`src/rtl/sgd_mem_wr_engine.sv`:
```
// sgd_mem_wr_engine
//   Write-side initiator for the SGD memory path. A job (base byte address, byte length) is split
//   into memory write commands of at most MAX_CMD_BYTES each. After each command the producer
//   stream is forwarded beat-for-beat to the memory stream, and the job completes once one status
//   has been collected per issued command.
//
// Ports
//   clk, rst_n                      clock, synchronous active-low reset
//   start, base_addr, total_len     job request (sampled only while idle)
//   busy, done, error               job state; done is a one-cycle pulse, error is sticky per job
//   m_cmd_*                         write command out (address, byte length)
//   s_data_*                        producer stream in
//   m_data_*                        memory stream out (keep all ones, last per command)
//   s_status_*                      per-command status in (0 = OK)
module sgd_mem_wr_engine #(
   parameter int unsigned MAX_CMD_BYTES = 4096,
   parameter int unsigned DATA_WIDTH    = 512
) (
   input  logic                    clk,
   input  logic                    rst_n,
   input  logic                    start,
   input  logic [63:0]             base_addr,
   input  logic [31:0]             total_len,
   output logic                    busy,
   output logic                    done,
   output logic                    error,
   output logic                    m_cmd_valid,
   input  logic                    m_cmd_ready,
   output logic [63:0]             m_cmd_address,
   output logic [31:0]             m_cmd_length,
   input  logic                    s_data_valid,
   output logic                    s_data_ready,
   input  logic [DATA_WIDTH-1:0]   s_data_data,
   output logic                    m_data_valid,
   input  logic                    m_data_ready,
   output logic [DATA_WIDTH-1:0]   m_data_data,
   output logic [DATA_WIDTH/8-1:0] m_data_keep,
   output logic                    m_data_last,
   input  logic                    s_status_valid,
   output logic                    s_status_ready,
   input  logic [7:0]              s_status_data
);

   localparam int unsigned BeatBytes = DATA_WIDTH / 8;
   localparam int unsigned BeatShift = $clog2(BeatBytes);
   localparam logic [31:0] MaxCmdLen = 32'(MAX_CMD_BYTES);

   typedef enum logic [2:0] {StIdle, StCmd, StData, StWaitSts, StFin} state_e;

   state_e      state_q, state_d;
   logic [63:0] addr_q, addr_d;
   logic [31:0] remaining_q, remaining_d;
   logic [31:0] chunk_beats_q, chunk_beats_d;
   logic [31:0] beat_cnt_q, beat_cnt_d;
   logic [31:0] cmd_cnt_q, cmd_cnt_d;
   logic [31:0] sts_cnt_q, sts_cnt_d;
   logic        error_q, error_d;

   logic [31:0] cmd_len;
   logic [31:0] cmd_beats;

   // cmd_len never exceeds MAX_CMD_BYTES, so the rounding add cannot overflow 32 bits.
   assign cmd_len   = (remaining_q < MaxCmdLen) ? remaining_q : MaxCmdLen;
   assign cmd_beats = (cmd_len + 32'(BeatBytes - 1)) >> BeatShift;

   assign m_data_data = s_data_data;
   assign m_data_keep = '1;
   assign error       = error_q;

   always_comb begin
      state_d        = state_q;
      addr_d         = addr_q;
      remaining_d    = remaining_q;
      chunk_beats_d  = chunk_beats_q;
      beat_cnt_d     = beat_cnt_q;
      cmd_cnt_d      = cmd_cnt_q;
      sts_cnt_d      = sts_cnt_q;
      error_d        = error_q;
      busy           = 1'b0;
      done           = 1'b0;
      m_cmd_valid    = 1'b0;
      m_cmd_address  = '0;
      m_cmd_length   = '0;
      s_data_ready   = 1'b0;
      m_data_valid   = 1'b0;
      m_data_last    = 1'b0;

      // Status may overtake the data phase; it is counted in any active state.
      s_status_ready = (state_q != StIdle) && (state_q != StFin);
      if (s_status_valid && s_status_ready) begin
         sts_cnt_d = sts_cnt_q + 32'd1;
         if (s_status_data != 8'h00) begin
            error_d = 1'b1;
         end
      end

      unique case (state_q)
         StIdle: begin
            if (start) begin
               error_d    = 1'b0;
               cmd_cnt_d  = '0;
               sts_cnt_d  = '0;
               beat_cnt_d = '0;
               if (total_len == 32'd0) begin
                  state_d = StFin;
               end else begin
                  addr_d      = base_addr;
                  remaining_d = total_len;
                  state_d     = StCmd;
               end
            end
         end
         StCmd: begin
            busy          = 1'b1;
            m_cmd_valid   = 1'b1;
            m_cmd_address = addr_q;
            m_cmd_length  = cmd_len;
            if (m_cmd_ready) begin
               cmd_cnt_d     = cmd_cnt_q + 32'd1;
               addr_d        = addr_q + 64'(cmd_len);  // wraps modulo 2^64
               remaining_d   = remaining_q - cmd_len;
               chunk_beats_d = cmd_beats;
               beat_cnt_d    = '0;
               state_d       = StData;
            end
         end
         StData: begin
            busy         = 1'b1;
            m_data_valid = s_data_valid;
            s_data_ready = m_data_ready;
            m_data_last  = (beat_cnt_q == chunk_beats_q - 32'd1);
            if (s_data_valid && m_data_ready) begin
               beat_cnt_d = beat_cnt_q + 32'd1;
               if (m_data_last) begin
                  state_d = (remaining_q != 32'd0) ? StCmd : StWaitSts;
               end
            end
         end
         StWaitSts: begin
            busy = 1'b1;
            // Compare against the post-update count so a status in this cycle completes the job.
            if (sts_cnt_d == cmd_cnt_q) begin
               state_d = StFin;
            end
         end
         StFin: begin
            done    = 1'b1;
            state_d = StIdle;
         end
         default: begin
            state_d = StIdle;
         end
      endcase
   end

   always_ff @(posedge clk) begin
      if (!rst_n) begin
         state_q       <= StIdle;
         addr_q        <= '0;
         remaining_q   <= '0;
         chunk_beats_q <= '0;
         beat_cnt_q    <= '0;
         cmd_cnt_q     <= '0;
         sts_cnt_q     <= '0;
         error_q       <= 1'b0;
      end else begin
         state_q       <= state_d;
         addr_q        <= addr_d;
         remaining_q   <= remaining_d;
         chunk_beats_q <= chunk_beats_d;
         beat_cnt_q    <= beat_cnt_d;
         cmd_cnt_q     <= cmd_cnt_d;
         sts_cnt_q     <= sts_cnt_d;
         error_q       <= error_d;
      end
   end

endmodule
```
`config.mk`:
```
export PLATFORM = sky130hd
export DESIGN_NAME = sgd_mem_wr_engine
export DESIGN_NICKNAME = d
export VERILOG_FILES = /design/src/rtl/sgd_mem_wr_engine.sv
export SDC_FILE = /design/constraint.sdc
export NUM_CORES = 1
export LEC_CHECK = 0
export BUFFER_PORTS_ARGS = -buffer_cell sky130_fd_sc_hd__buf_2
export CAP_MARGIN = 20
export CORE_AREA = 2 2 502 504
export CTS_BUF_LIST = sky130_fd_sc_hd__clkbuf_4 sky130_fd_sc_hd__clkbuf_8
export CTS_CLUSTER_DIAMETER = 60
export DETAILED_ROUTE_END_ITERATION = 7
export DIE_AREA = 0 0 504 506
export GPL_TIMING_DRIVEN = 1
export PLACE_DENSITY = 0.33
export SLEW_MARGIN = 20
export SYNTH_ARGS = -nofsm -noshare
export SYNTH_HDL_FRONTEND = slang
export SYNTH_SLANG_ARGS = --single-unit
```
`constraint.sdc`:
```
create_clock -name clk -period 4.5 [get_ports clk]
set_clock_uncertainty 0.1 [all_clocks]
set_input_delay 0.45 -clock clk [delete_from_list [all_inputs] [get_ports clk]]
set_output_delay 0.45 -clock clk [all_outputs]
set_load 0.05 [all_outputs]
```
[Yosys cells after proc, flatten, opt, wreduce, memory -nomap -nowiden]
Cells that the tools add are included.
Operators by class
  reductions and logical operators: 16
  add/sub/neg operators: 7
  magnitude comparators: 1
  muxes and demuxes: 38
  equal/unequal tests: 13
Operators by type and width (number)
  $mux W32: 12
  $mux W64: 4
  $pmux W32 S2: 2
  $pmux W64 S2: 1
  $add A32 B1 Y32 const B: 3
  $pmux W32 S3: 1
  $add A64 B32 Y64: 1
  $eq A32 B32 Y1: 2
  $add A32 B6 Y32 const B: 1
  $logic_not A32 Y1: 1
  $lt A32 B13 Y1 const B: 1
  $reduce_bool A32 Y1: 1
  $sub A32 B32 Y32: 1
  $sub A26 B1 Y27 const B: 1
  $mux W3: 6
  $ne A2 B2 Y1 const B: 6
  $pmux W3 S4: 1
  $mux W1: 10
  $reduce_and A4 Y1: 2
  $reduce_bool A8 Y1: 1
  $eq A3 B2 Y1 const B: 2
  $reduce_bool A3 Y1: 2
  $reduce_and A5 Y1: 1
  $eq A3 B1 Y1 const B: 1
  9 further kinds: 11
Word-level totals
  logic and storage cells: 83
  bits of input ports: 623
  bits in registers: 222
  output and inout port bits: 680

[Logic depth before layout (Yosys ltp)]
  depth in word-level cells: 7
  gate-level depth with buffers: 19
  depth with buffers taken out: 15

[Least setup slack after synthesis]
OpenSTA, ideal clock, no wires.
  path kind: register to register
  start: register remaining_q[13]
  end: register addr_q[48]
  cell stages (with the launch flop): 18
  slack: -0.347 ns
  data arrival time: 4.629 ns
  library setup time: 0.119 ns
  data required time: 4.281 ns
  path buffers: 3
  clock period less this slack: 4.847 ns
  path through: dfxtp_1 > or4_1 > nor4_1 > and2_1 > clkbuf_2 > clkinv_1 > ha_1 > clkbuf_1 > nand4_1 > nor4_1 > nand3_1 > a2111oi_2 > o31ai_1 > a211oi_2 > or2_2 > clkbuf_1 > a41oi_1 > o221a_2
On the way
  word-level cells in the longest chain between the ends: 5
Ends and longest elaborated chain
  start, declared: RTL line 52  | logic [31:0] remaining_q, remaining_d;
  start signal, assigned: RTL line 169  | remaining_q <= remaining_d;
  $lt A32 B13 Y1: RTL line 63  | assign cmd_len = (remaining_q < MaxCmdLen) ? remaining_q : MaxCmdLen;
  $mux W32 (*): RTL line 63
  $add A64 B32 Y64 (*): RTL line 120  | addr_d = addr_q + 64'(cmd_len);
  $mux W64 (*): RTL line 118  | if (m_cmd_ready) begin
  $pmux W64 S2 (*): RTL line 97  | unique case (state_q)
  end signal, assigned: RTL line 168  | addr_q <= addr_d;
  end, declared: RTL line 51  | logic [63:0] addr_q, addr_d;
Every way passes the cells marked *; elsewhere a longest branch is shown, timed or not. The select of a mux whose other input is x is not followed.
A chain may end at the register's enable or synchronous reset.

[Worst setup path after layout]
  start: register remaining_q[16]
  end: register addr_q[46]
The elaborated chain is that of the path after synthesis.

==> results.md <==
- Status: complete, no violations
- Worst Reg-to-Reg Cells: 18
- Mean post-synth cell area: between 7 and 8 um^2
- Post-synthesis register bit count: approximately 220
- Leak: about 8.7 nW
- Startpoint types: flop
- Clk root buf: clkbuf_8
- Slew Limit Fails: 0
- Initial Util: 0.0792
- Area growth, synth to finish: 20.4%
- CP Max Fanout: 7
- Final min period: approximately 4.3 ns
- Crit end category: flop
- YS warnings: 0
- Comb pwr share: 0.481
- Chip Width: about 500 um
- Clock sink count: 222
- Flop pwr share: 0.247
- Sw Share: 0.468
- Met2 WL: 57800 um
- CP endpoint: addr_q[46]
- Highest clock rate: 231 MHz
- Die area: around 260000 um^2
- Number of synthesized flops with an enable pin: 0
- Clock Tree Buf Depth: 3
- Final period util: 0.964
- Synth area leaders: buf_4 23%, dfxtp_1 22%, nor2_1 4.5%
- Grt ovf: 0
- Min-Delay Path Class: in -> reg
- Crit path kind: reg -> reg
- Worst R2R Setup Slack: 0.16 ns
- Buffers on Ports: just under 200
- Wire per inst: between 20 and 25 um
- Primary FF master, synth: dfxtp_1
- Asr flop ratio synth: 0
- Max cap viols: 0
- Cells after synthesis: between 2000 and 3000
- Slew margin rel.: 0.285
- Syn Std Cell Area: 19800 um^2
- Via density: 3.11
- RR Endpoint: addr_q[46]
- Worst skew pair latency: between 0.7 and 0.8 ns
- Crit path DAT: between 4 and 5 ns
- Vias in the first global route: around 18000
- DRT Pass-1 Iters: 5
- WP data required: ~5.0 ns
- Number of antenna violations at the first check in global routing: 32
- Overall die height: slightly above 500 um
- Switching Power: slightly above 5 mW
- Final nets: between 3000 and 4000
- Setup TNS: 0 ns
- H-tree Lvls: 2
- Yosys cell types: between 90 and 100
- Unrepaired setup endpoints after global routing: true
- Routed Antenna Nets: 0
- CTS clk-pin slew, worst paths: roughly 0.060 ns
- Fin. Hold Viols: 0
- Routed wire length: roughly 130000 um
- Final Wtd Congestion: 0.755
- Sequential-to-total area share from yosys stat: 0.224
- P_int: just under 6 mW
- DRC: 0
- Util after Layout: 0.0953
- Core region area: approximately 250000 um^2
- Detailed Route Iter0 Violations: around 1100
- Peak supply drop: ~0.00028 V
- Tot GR Track Use: 0.0957
- Largest net degree at the start of global routing: 111
- Final Non-Filler Cells: 5847
- Met3 Routed Length: about 20000 um
- Clock network fraction of total power: 0.272
- Dominant cell type by area after synthesis: buf_4
- Detailed Place HPWL: between 100000 and 150000 um
- Via count: between 15000 and 20000
- TritonCTS Buffers: 53
- Worst reg2reg path startpoint: remaining_q[16]
- WL met1: approximately 42000 um
- Worst-margin pin slew: between 1 and 1.5 ns
- Num ports: 1303
- Placed cell count: roughly 5700
- Power Dens Cells: about 460 nW/um^2
- WHS: 0.0624 ns
- First-pass GRT wire length: 168000 um
- Yosys top cell area share: 0.226
- Layout cells sized above 1: 0.218
- CTS tree: done
- Crit path from: remaining_q[16]
- DR top layer: met5
- Setup violations, final: 0
- Row Count: approximately 180
==> logic make-up (layout without fill, tap and decap cells) <==
family | count (synthesis) | after routing | share of synthesized area
other | 2 | 109 | 0.000379
xor gates and xnor gates | 163 | 163 | 0.0764
adders and majority gates | 37 | 37 | 0.0238
AOI/OAI and AO/OA | 465 | 465 | 0.157
buffers and inverters | 797 | 555 | 0.265
and+or+nand+nor | 933 | 933 | 0.245
DFF | 222 | 222 | 0.224
muxes | 15 | 15 | 0.00783
==> worst min-delay path by stage <==
| stage | start | to | slack (ns) | cells after the start |
|---|---|---|---|---|
| after floorplan | remaining_q[16] | remaining_q[16] | 0.33 | 2 |
| after global placement | error | error | 0.35 | 2 |
| after detailed placement | error | error | 0.36 | 2 |
| after CTS | total_len[10] | remaining_q[10] | 0.0005 | 5 |
| after global routing | base_addr[56] | addr_q[56] | 0.03 | 3 |
| final | base_addr[42] | addr_q[42] | 0.06 | 3 |
==> cell usage after synthesis, types with 24 or more instances <==
| cell | instances |
|---|---|
| nand2_1 | 161 |
| a31oi_1 | 24 |
| nand4_1 | 53 |
| xor2_1 | 64 |
| xnor2_1 | 93 |
| o21ai_0 | 95 |
| clkbuf_1 | 134 |
| ha_1 | 36 |
| nor3_1 | 62 |
| nor4_1 | 52 |
| nand3_1 | 77 |
| a21oi_1 | 116 |
| buf_4 | 597 |
| nor2_1 | 235 |
| inv_1 | 48 |
| and3_1 | 133 |
| dfxtp_1 | 222 |
| or3_1 | 37 |
==> layout make-up <==
| type | instances | area [um^2] |
|---|---|---|
| Inverter | 49 | 193 |
| Timing Repair Buffer | 410 | 2920 |
| Clock inverter | 17 | 263 |
| Multi-Input combinational cell | 1715 | 10800 |
| Sequential cell | 222 | 4450 |
| Clock buffer | 79 | 1000 |
| Antenna cell | 7 | 17.5 |
| Tap cell | 3348 | 4190 |
| Fill cell | 29500 | 226000 |
==> metal layers <==
metal / up-vias / GRT usage
li1: 8209 / -
met1: 8479 / 0.0901
met2: 1035 / 0.154
met3: 425 / 0.0643
met4: 22 / 0.0559
met5: - / 0.00333
==> stage by stage <==
step / setup slack [ns] / instance area [um^2] / power, mW
after floorplan: 0.00651 / 20200 / 6.84
final: 0.164 / 23800 / 10.9
after detailed placement: -0.349 / 21500 / 7.76
after global routing: -0.0511 / 23800 / 11.6
after global placement: -0.346 / 21500 / 7.77
after CTS: 0.00239 / 23600 / 11.0
==> worst max-delay path, stage by stage, from the launching register on <==
cell and delay, ns:
dfxtp_2 0.32, or4_4 0.55, nor4_4 0.22, buf_6 0.19, buf_4 0.11, and3_1 0.15, ha_1 0.25, a211oi_2 0.26
o211ai_1 0.19, nand3_2 0.14, a2111oi_4 0.08, buf_4 0.17, o31ai_4 0.26, a211oi_4 0.12, buf_6 0.16, or2_2 0.37
buf_4 0.17, and4_1 0.16, nor4_1 0.24
==> state kept, by name, indices dropped and copies added, names as in the netlist <==
signal and flops:
addr_q 64, beat_cnt_q 32, cmd_cnt_q 32, remaining_q 32, sts_cnt_q 32, chunk_beats_q 26, state_q 3, error 1
==> power by group through the flow <==
stage                     clock, mW  sequential [mW]  combinational (mW)
final                          2.96             2.68                5.22
after global placement            0             2.71                5.06
after global routing           3.14             2.72                5.72
after floorplan                   0             2.52                4.32
after detailed placement          0             2.71                5.06
after CTS                      3.09             2.67                5.24
==> what timing repair did <==
item / 4_1_cts / 5_1_grt
hold buffers: 61 / 0
setup buffers: 9 / 8
endpoints found under the hold margin: 61 / 0
resized for setup: 31 / 32
pin swaps: 23 / 11
setup endpoints to repair: 28 / 29
==> cells in the final DEF, fill, tap and decap left out, types with 16 or more instances in the layout <==
cell             n
dlygate4sd3_1   61
nand2_1        157
xor2_1          64
inv_1           46
dfxtp_1        216
nor4_1          45
ha_1            32
nand3_1         76
o21a_1          16
conb_1         102
a21oi_1        114
and3_1         131
a211oi_1        21
buf_4          142
nand4_1         53
o21ai_0         90
or2_2           16
a21o_1          17
xnor2_1         93
a311oi_1        20
or3_1           35
clkbuf_8        65
buf_2          191
nor2_1         231
a31oi_1         24
nor3_1          59
Note: power is estimated with default switching activity, not from simulation.
